File: config.mk
export PLATFORM = sky130hd
export DESIGN_NAME = noise_sampler
export DESIGN_NICKNAME = d
export VERILOG_FILES = /design/src/rtl/noise_sampler.sv
export SDC_FILE = /design/constraint.sdc
export NUM_CORES = 1
export LEC_CHECK = 0
export ABC_AREA = 1
export CORE_UTILIZATION = 60
export DETAILED_ROUTE_END_ITERATION = 8
export GPL_TIMING_DRIVEN = 0
export PLACE_DENSITY = 0.87
export SLEW_MARGIN = 10
export SYNTH_ARGS = -nofsm -noshare
export SYNTH_HDL_FRONTEND = slang
export SYNTH_SLANG_ARGS = --single-unit
File: constraint.sdc
create_clock -name clk -period 3.4 [get_ports clk]
set_input_delay 0.68 -clock clk [delete_from_list [all_inputs] [get_ports clk]]
set_output_delay 0.68 -clock clk [all_outputs]
set_load 0.02 [all_outputs]
File: src/rtl/noise_sampler.sv
// noise_sampler: rate-controlled sampler for the LMS noise LFSR.
// Drives LFSR enable/reseed, scales captured words, buffers them in a FWFT FIFO.
//
// Ports:
//   clk, rst          clock, synchronous active-high reset
//   start, stop       run control pulses (start only in IDLE, stop only in RUN)
//   div, shift        sample period minus 1 and right-shift amount, latched on start
//   lfsr_in           parallel LFSR state
//   lfsr_en, lfsr_rst LFSR advance enable and reseed request (combinational)
//   sample(_valid)    FIFO head and not-empty flag; sample_ready pops the head
//   level             FIFO occupancy
//   overflow          sticky dropped-sample flag
//   busy              state is not IDLE
module noise_sampler #(
    parameter int DIV_W      = 16,
    parameter int FIFO_DEPTH = 4
) (
    input  logic                          clk,
    input  logic                          rst,
    input  logic                          start,
    input  logic                          stop,
    input  logic [DIV_W-1:0]              div,
    input  logic [3:0]                    shift,
    input  logic [15:0]                   lfsr_in,
    output logic                          lfsr_en,
    output logic                          lfsr_rst,
    output logic [15:0]                   sample,
    output logic                          sample_valid,
    input  logic                          sample_ready,
    output logic [$clog2(FIFO_DEPTH):0]   level,
    output logic                          overflow,
    output logic                          busy
);

    localparam int AW = $clog2(FIFO_DEPTH);

    typedef enum logic [1:0] {
        S_IDLE,
        S_SEED,
        S_RUN
    } state_t;

    state_t            state_q, state_d;
    logic [DIV_W-1:0]  cnt_q, cnt_d;
    logic [DIV_W-1:0]  div_q;
    logic [3:0]        shift_q;
    logic              ovf_q, ovf_d;
    logic              accept;
    logic              tick;

    logic [15:0]       mem_q [FIFO_DEPTH];
    logic [AW-1:0]     rd_q, wr_q;
    logic [AW:0]       lvl_q, lvl_d;
    logic              full;
    logic              pop;
    logic              wr_en;
    logic [15:0]       scaled;

    // Control FSM, tick generator and LFSR control decode.
    always_comb begin
        state_d  = state_q;
        cnt_d    = cnt_q;
        accept   = 1'b0;
        tick     = 1'b0;
        lfsr_rst = 1'b0;
        unique case (state_q)
            S_IDLE: begin
                if (start) begin
                    state_d = S_SEED;
                    accept  = 1'b1;
                end
            end
            S_SEED: begin
                state_d  = S_RUN;
                cnt_d    = div_q;
                lfsr_rst = ~rst;
            end
            S_RUN: begin
                if (cnt_q == '0) begin
                    tick  = 1'b1;
                    cnt_d = div_q;
                end else begin
                    cnt_d = cnt_q - DIV_W'(1);
                end
                if (stop) begin
                    state_d = S_IDLE;
                end
            end
            default: state_d = S_IDLE;
        endcase
        // A tick coinciding with reset is dropped, so the LFSR must not move.
        lfsr_en = tick & ~rst;
    end

    always_ff @(posedge clk) begin
        if (rst) begin
            state_q <= S_IDLE;
            cnt_q   <= '0;
            div_q   <= '0;
            shift_q <= '0;
        end else begin
            state_q <= state_d;
            cnt_q   <= cnt_d;
            if (accept) begin
                div_q   <= div;
                shift_q <= shift;
            end
        end
    end

    assign busy   = (state_q != S_IDLE);
    assign scaled = 16'($signed(lfsr_in) >>> shift_q);

    // FIFO: when full, a push is still taken if the head pops this cycle.
    assign full         = (lvl_q == (AW+1)'(FIFO_DEPTH));
    assign sample_valid = (lvl_q != '0);
    assign pop          = sample_valid & sample_ready;
    assign wr_en        = tick & (~full | pop);
    assign sample       = sample_valid ? mem_q[rd_q] : 16'h0000;
    assign level        = lvl_q;
    assign overflow     = ovf_q;

    always_comb begin
        lvl_d = lvl_q;
        unique case ({wr_en, pop})
            2'b10:   lvl_d = lvl_q + (AW+1)'(1);
            2'b01:   lvl_d = lvl_q - (AW+1)'(1);
            default: lvl_d = lvl_q;
        endcase
        ovf_d = ovf_q;
        if (accept) begin
            ovf_d = 1'b0;
        end else if (tick && full && !pop) begin
            ovf_d = 1'b1;
        end
    end

    always_ff @(posedge clk) begin
        if (rst) begin
            rd_q  <= '0;
            wr_q  <= '0;
            lvl_q <= '0;
            ovf_q <= 1'b0;
        end else begin
            lvl_q <= lvl_d;
            ovf_q <= ovf_d;
            if (wr_en) begin
                wr_q <= wr_q + AW'(1);
            end
            if (pop) begin
                rd_q <= rd_q + AW'(1);
            end
        end
    end

    always_ff @(posedge clk) begin
        if (wr_en) begin
            mem_q[wr_q] <= scaled;
        end
    end

endmodule
After elaboration in Yosys (flattened, before gate mapping):

Memory sizes are Yosys's and may differ from the RTL's. A register that Yosys moved wholly into a read port is not among the register bits.
Cells that the tools add are included.

* RAM bits: 64
* input port bits: 41
* memories kept: 1
* register bits: 46
* output and inout port bits: 24

Memory list
* mem_q: depth 4, bits a word 16, read ports 1, clocked after Yosys merged registers in 1, write ports 1, line 51 `logic [15:0] mem_q [FIFO_DEPTH];`

* bitwise operators: 6
* $add $sub $neg: 5
* mux-type cells: 16
* eq/ne operators: 7
* reductions and logical operators: 11
* shifts and indexed selects: 1

Operator list (count)
* $mux W16: 2
* $pmux W16 S2: 1
* $logic_not A16 Y1: 1
* $sshr A16 B4 Y16: 1
* $sub A16 B1 Y16 const B: 1
* $mux W2: 4
* $mux W1: 7
* $pmux W2 S3: 1
* $pmux W3 S2: 1
* $reduce_bool A2 Y1: 3
* $add A2 B1 Y2 const B: 2
* $eq A2 B1 Y1 const B: 2
* $eq A2 B2 Y1 const B: 2
* $ne A2 B2 Y1 const B: 2
* $add A3 B1 Y3 const B: 1
* $and A1 B1 Y1: 3
* $eq A3 B3 Y1 const B: 1
* $reduce_bool A3 Y1: 1
* $sub A3 B1 Y3 const B: 1
* $logic_and A1 B1 Y1: 2
* $logic_not A2 Y1: 1
* $not A1 Y1: 2
* $reduce_and A2 Y1: 1
* $reduce_or A2 Y1: 1
* other kinds (2): 2

Depth between registers and ports, before layout:

Gate-level depths: netlist of the first run.

* depth in word-level cells: 6
* depth in mapped cells: 14
* depth with buffers taken out: 14

Least setup slack after synthesis of the first run:

Ideal clock, no wire load.

* path kind: flip-flop to flip-flop
* start: register cnt_q[0]
* end: memory mem_q[0][0], enable pin
* cell stages (with the launch flop): 9
* setup slack: 1172 ps
* required time: 3011 ps
* buffers on the path: 0
* clock period less this slack: 2228 ps
* data arrival time: 1840 ps
* cells stage by stage: dfxtp_1 -> inv_1 -> ha_1 -> nand2_1 -> nor2_2 -> nand3_1 -> nor2_1 -> inv_2 -> nor2_1

* word-level cells in the longest chain between the ends: 6

RTL lines
* start: declaration: line 44 `logic [DIV_W-1:0] cnt_q, cnt_d;`
* start signal: assignment: line 103 `cnt_q <= cnt_d;`
* $logic_not A16 Y1: line 79 `if (cnt_q == '0) begin`
* $mux W1: line 79
* $mux W1: line 66 `unique case (state_q)`
* $and A1 B1 Y1: line 118 `assign wr_en = tick & (~full | pop);`
* $mux W1: line 157 `if (wr_en) begin`
* $mux W1 (implied by the code): line 158 `mem_q[wr_q] <= scaled;`
* end: declaration: line 51

No other way between the ends.

==> flow_summary.toml, run 1 <==
[outcome]
status = "finished with violations"
violations = "design-rule violations"

[run]
drv_cap = 0

[worst_setup_path]
slowest_delay_ps = 660
worstPathRequired_ps = 2720
crit_fanout = 10
worstPathCellList = "buf_2 > inv_1 > clkbuf_1 > nor2_1 > o21ai_0 > a21oi_1 > clkdlybuf4s50_1"
slowest_stage = "clkdlybuf4s50_1"
crit_arrival_ps = 2550
worstSetupEndpointType = "output pin"
reg2reg_slack_ps = 830
critPathLaunchType = "flip-flop"
criticalPathCategory = "reg2out"

[synthesis]
syn-num-nets = 727
yosysMostFrequentCell = "nor2_1"
yosysTopAreaCell = "edfxtp_1"
ys_seq_area_share_pct = 52.5
syn-cell-area_mm2 = 0.00549
synthTopCellsByArea = "edfxtp_1, dfxtp_1, o21ai_0"
ys_top_cells_by_count = "nor2_1, nand2_1, o21ai_0"
syn-instance-count = 674
yosysTopAreaCellShare_pct = 35.0
synthArstFlopShare_pct = 0
ys_types = 34
yosys_warnings = 0
synth_flop_cell = "edfxtp_1"
synth_edf_count = 64
avgSynthCellArea_um2 = 8.15
synth-seq-cells = 112

[route]
via_count = 4876
ant_nets = 0
drtPass1Iterations = 7
drt_iter0_markers = 327
via_per_inst = 5.66
wl_per_cell_um = 15.9
drc = 2
finalWirelength_mm = 13.7

[grt]
grt_antenna_before_repair = 0
grt_pass1_wl_mm = 22.5
groute.usage.overall_pct = 29.9
grt_max_degree = 22
overflow = 0
first_global_vias = 4736

[die]
die_x_um = 97.7
die_y_um = 97.7
ios = 65
die_area_mm2 = 0.00954
rows = 34
initial_core_util_pct = 62.4
core_region_area_mm2 = 0.00881

[placement]
globalplace.congestion = 0.938
dp.cells = 846
io_buffers = 63
dp.final_hpwl_mm = 9.98

[timing]
tightestPinTransition_ps = 980
max_freq_mhz = 310
drv_slew = 0
fin_crit_sh_pct = 94.9
fin_skew_ps = 19.1
hold_viol = 0
setup_violations = 0
finalSetupTns_ps = 0
rsz0062_at_grt = "false"
layout_min_cycle_time_ps = 3230
relSlewSlack_pct = 34.6

[final_layout]
area_delta_synth_final_pct = 18.1
diodes = 0
instances_no_fill = 862
drive_gt1_share_pct = 5.84
fill_cells = 669
layout.nets = 802

[clock_tree]
cts.sinks = 112
cts_tree = "built"
numCtsBuffers = 9
h-tree-depth = 3
cts.clk_slew.worst_paths_ps = 120
clkLatencyLatePin_ps = 380
cts-root-buf = "clkbuf_8"
cts_max_path_buffers = 2
ctsHoldBuffers = 0

[power_and_ir_drop]
power_density_mw_per_mm2 = 844
leakage_nw = 2.51
ir_worst_vdd_v = 0.000596
p_total_mw = 5.48

[hold_path]
hold_path.class = "reg2reg"
==> layout make-up <==
class	instances	area, µm²	area share [%]
buffer	32	141	2.18
sequential	112	2880	44.4
multi-input combinational	474	2280	35.1
clock inverter	7	68.8	1.06
inverter	56	210	3.24
tap	108	135	2.08
timing repair buffer	64	646	9.95
clock buffer	9	124	1.91
==> kinds of logic after synthesis <==
logic type	count (synthesis)	share of synthesized area [%]
adder cells (fa/ha/maj)	12	2.87
flip-flops	112	52.5
XOR/XNOR	6	0.956
AO/OA/AOI/OAI	176	16.4
multiplexers	3	0.547
AND/OR/NAND/NOR	277	20.4
buffers and inverters	88	6.33
==> worst max-delay path: cells and delay by family, from the launching register on <==
| kind | cells | cell delay [ps] |
|---|---|---|
| buffers and inverters | 4 | 1330 |
| AOI/OAI and AO/OA | 2 | 340 |
| DFF | 1 | 320 |
| and+or+nand+nor | 1 | 170 |
==> layer usage <==
metal	share of wire (%)	global-route usage, %	up-vias
met1	42	39.2	2258
li1	-	-	2393
met5	0	0	-
met4	2.1	11.5	0
met2	50	50.8	198
met3	6.2	3.53	27
==> worst paths after layout <==
check | to | depth (start not counted) | from
worst max-delay path | sample[8] | 7 | flip-flop
worst min-delay path | div_q[9]$_SDFFE_PP0P_ | 2 | div_q[9]$_SDFFE_PP0P_
worst max register to register | mem_q[0][8]$_DFFE_PP_ | 8 | cnt_q[0]$_SDFFE_PP0P_
worst min register to register | div_q[9]$_SDFFE_PP0P_ | 2 | div_q[9]$_SDFFE_PP0P_
==> power by group <==
part	internal [mW]	switching [mW]
combinational	0.984	1.81
sequential	1.74	0.154
clock	0.290	0.502
total	3.01	2.47
==> flip-flops by register name (all words and copies together), names as in the netlist, named ones only <==
| register | count |
|---|---|
| div_q | 16 |
| cnt_q | 16 |
| state_q | 2 |
| level | 3 |
| rd_q | 2 |
| wr_q | 2 |
| overflow | 1 |
| mem_q | 64 |
| shift_q | 4 |
==> placed cells by master, fill, tap and decap left out, drive strengths merged <==
cell	instances
nand3	26
ha	11
or2	2
edfxtp	64
clkbuf	33
o22ai	1
a21oi	62
nor3	4
o21ai	107
xor2	2
dfxtp	48
fa	1
buf	9
o31ai	1
nand2	115
nand3b	1
inv	57
xnor2	4
clkinv	6
mux2i	3
o211ai	4
a211oi	1
clkdlybuf4s50	63
nor2	129
==> per-stage QoR <==
| step | hold slack [ps] | util (%) | area [µm²] | setup slack [ps] |
|---|---|---|---|---|
| 6_report | 469 | 73.7 | 6490 | 174 |
| 3_5_place_dp | 454 | 71.4 | 6280 | 545 |
| 2_1_floorplan | 430 | - | 5490 | 1170 |
| 3_3_place_gp | 446 | 71.1 | 6260 | 288 |
| 5_1_grt | 482 | 73.7 | 6490 | 65.9 |
| 4_1_cts | 469 | 73.6 | 6480 | 110 |
==> timing repair <==
action | 4_1_cts | 5_1_grt
hold endpoints to repair | 0 | 0
gates resized for setup | 0 | 7
setup endpoints to repair | 0 | 11
setup buffers | 0 | 0
No activity file was read; power rests on OpenSTA's default activity.
==> inputs of run 2 (changes only) <==
- CORE_UTILIZATION: 60 -> 56
- HOLD_SLACK_MARGIN: default -> 0.05
- PLACE_DENSITY: 0.87 -> 0.82
- SETUP_SLACK_MARGIN: default -> 0.1
- clock period: 3.4 -> 3.2 ns (I/O delays scaled with it)
==> flow_summary.toml, run 2 (same netlist as run 1, synthesis figures left out) <==
[outcome]
status = "finished clean"

[clock_tree]
cts_tree = "built"
cts_max_path_buffers = 2
postCtsSetupRepairBufs = 0
cts-root-buf = "clkbuf_8"
ctsHoldBuffers = 0
numCtsBuffers = 9
cts.clk_slew.worst_paths_ps = 120
clkLatencyLatePin_ps = 380
cts.sinks = 112
cts_resized = 6
h-tree-depth = 3

[power_and_ir_drop]
ir_worst_vdd_v = 0.000697
p_total_mw = 5.80
leakage_nw = 2.65
power_density_mw_per_mm2 = 884

[placement]
dp.final_hpwl_mm = 9.64
io_buffers = 63
globalplace.congestion = 0.922
dp_slack_ps = 377

[final_layout]
final_common_cell = "nor2_1"
area_delta_synth_final_pct = 19.5
diodes = 0
layout.nets = 803
largest_registers = "mem_q: 64 flops, cnt_q: 16 flops, div_q: 16 flops"
regMostFlops = "mem_q"
final_util_pct = 70.0
mostFrequentLayoutCells = "nor2_1, nand2_1, o21ai_0"
largest_reg_flops = 64
drive_gt1_share_pct = 6.75

[route]
finalWirelength_mm = 13.4
drtPass1Iterations = 5
via_count = 4763
wl_per_cell_um = 15.1
ant_nets = 0
via_per_inst = 5.39
drt_iter0_markers = 159
drc = 0

[timing]
finalSetupTns_ps = 0
hold_viol = 0
max_freq_mhz = 334
fin_skew_ps = 13.3
layout_min_cycle_time_ps = 2990
drv_slew = 0
rsz0062_at_grt = "false"
tightestPinTransition_ps = 931
relSlewSlack_pct = 37.9
fin_crit_sh_pct = 93.4
setup_violations = 0
fin_ws_ps = 210

[worst_setup_path]
critPathBufInv = 4
slowest_stage = "clkdlybuf4s50_1"
worstPathRequired_ps = 2560
crit_fanout = 10
crit_arrival_ps = 2350
worstPathCellList = "buf_2 > inv_1 > clkbuf_2 > nor2_1 > o21ai_0 > a21oi_1 > clkdlybuf4s50_1"
slowest_delay_ps = 620
cp_top_family = "buffers and inverters"
reg2reg_slack_ps = 740
worstSetupEndpointType = "output pin"
critPathLaunchType = "flip-flop"
criticalPathCategory = "reg2out"

[die]
ios = 65
die_area_mm2 = 0.0102
initial_core_util_pct = 58.6
die_y_um = 101
rows = 35
die_x_um = 101
core_region_area_mm2 = 0.00937

[grt]
overflow = 0
first_global_vias = 4461
grt_antenna_before_repair = 0
grt_pass1_wl_mm = 21.4
groute.usage.overall_pct = 27.4
grt_max_degree = 22

[run]
drv_cap = 0

[hold_path]
hold_path.class = "reg2reg"
==> run 2: per-stage QoR <==
step / hold WS (ps) / instances / instance area, µm²
6_report: 467 / 884 / 6560
5_1_grt: 482 / 884 / 6560
4_1_cts: 468 / 884 / 6540
3_5_place_dp: 452 / 868 / 6320
3_3_place_gp: 445 / 866 / 6290
2_1_floorplan: 430 / 674 / 5490
==> run 2: cell type report <==
class,instances,area [µm²]
Tap cell,129,161
Multi-Input combinational cell,474,2280
Clock inverter,7,75.1
Fill cell,781,2810
Timing Repair Buffer,65,674
Clock buffer,9,124
Buffer,32,151
Sequential cell,112,2880
Inverter,56,210
==> run 2: layer usage <==
layer | vias up | GRT usage (%) | routed length, µm
li1 | 2398 | - | -
met1 | 2221 | 36.4 | 6000
met2 | 128 | 46.2 | 6580
met3 | 16 | 4.30 | 622
met4 | 0 | 8.14 | 168
met5 | - | 0 | 0
==> run 2: worst register-to-register path: stages, from the launching register on <==
cell and delay, ps:
dfxtp_1 340, inv_1 110, ha_1 200, nand2_1 70
nor2_2 190, nand3_2 180, nor2_1 150, inv_2 110
nor2_2 720
==> run 2: worst paths after layout <==
check,start,endpoint,cells past startpoint
max,flip-flop,sample[8],7
min,div_q[11]$_SDFFE_PP0P_,div_q[11]$_SDFFE_PP0P_,2
max reg2reg,cnt_q[0]$_SDFFE_PP0P_,mem_q[2][5]$_DFFE_PP_,8
min reg2reg,div_q[11]$_SDFFE_PP0P_,div_q[11]$_SDFFE_PP0P_,2
==> run 2: power by group <==
part / total (mW) / switching (mW) / internal (mW)
combinational: 2.96 / 1.91 / 1.05
clock: 0.846 / 0.539 / 0.307
sequential: 2.00 / 0.156 / 1.84
total: 5.80 / 2.60 / 3.20
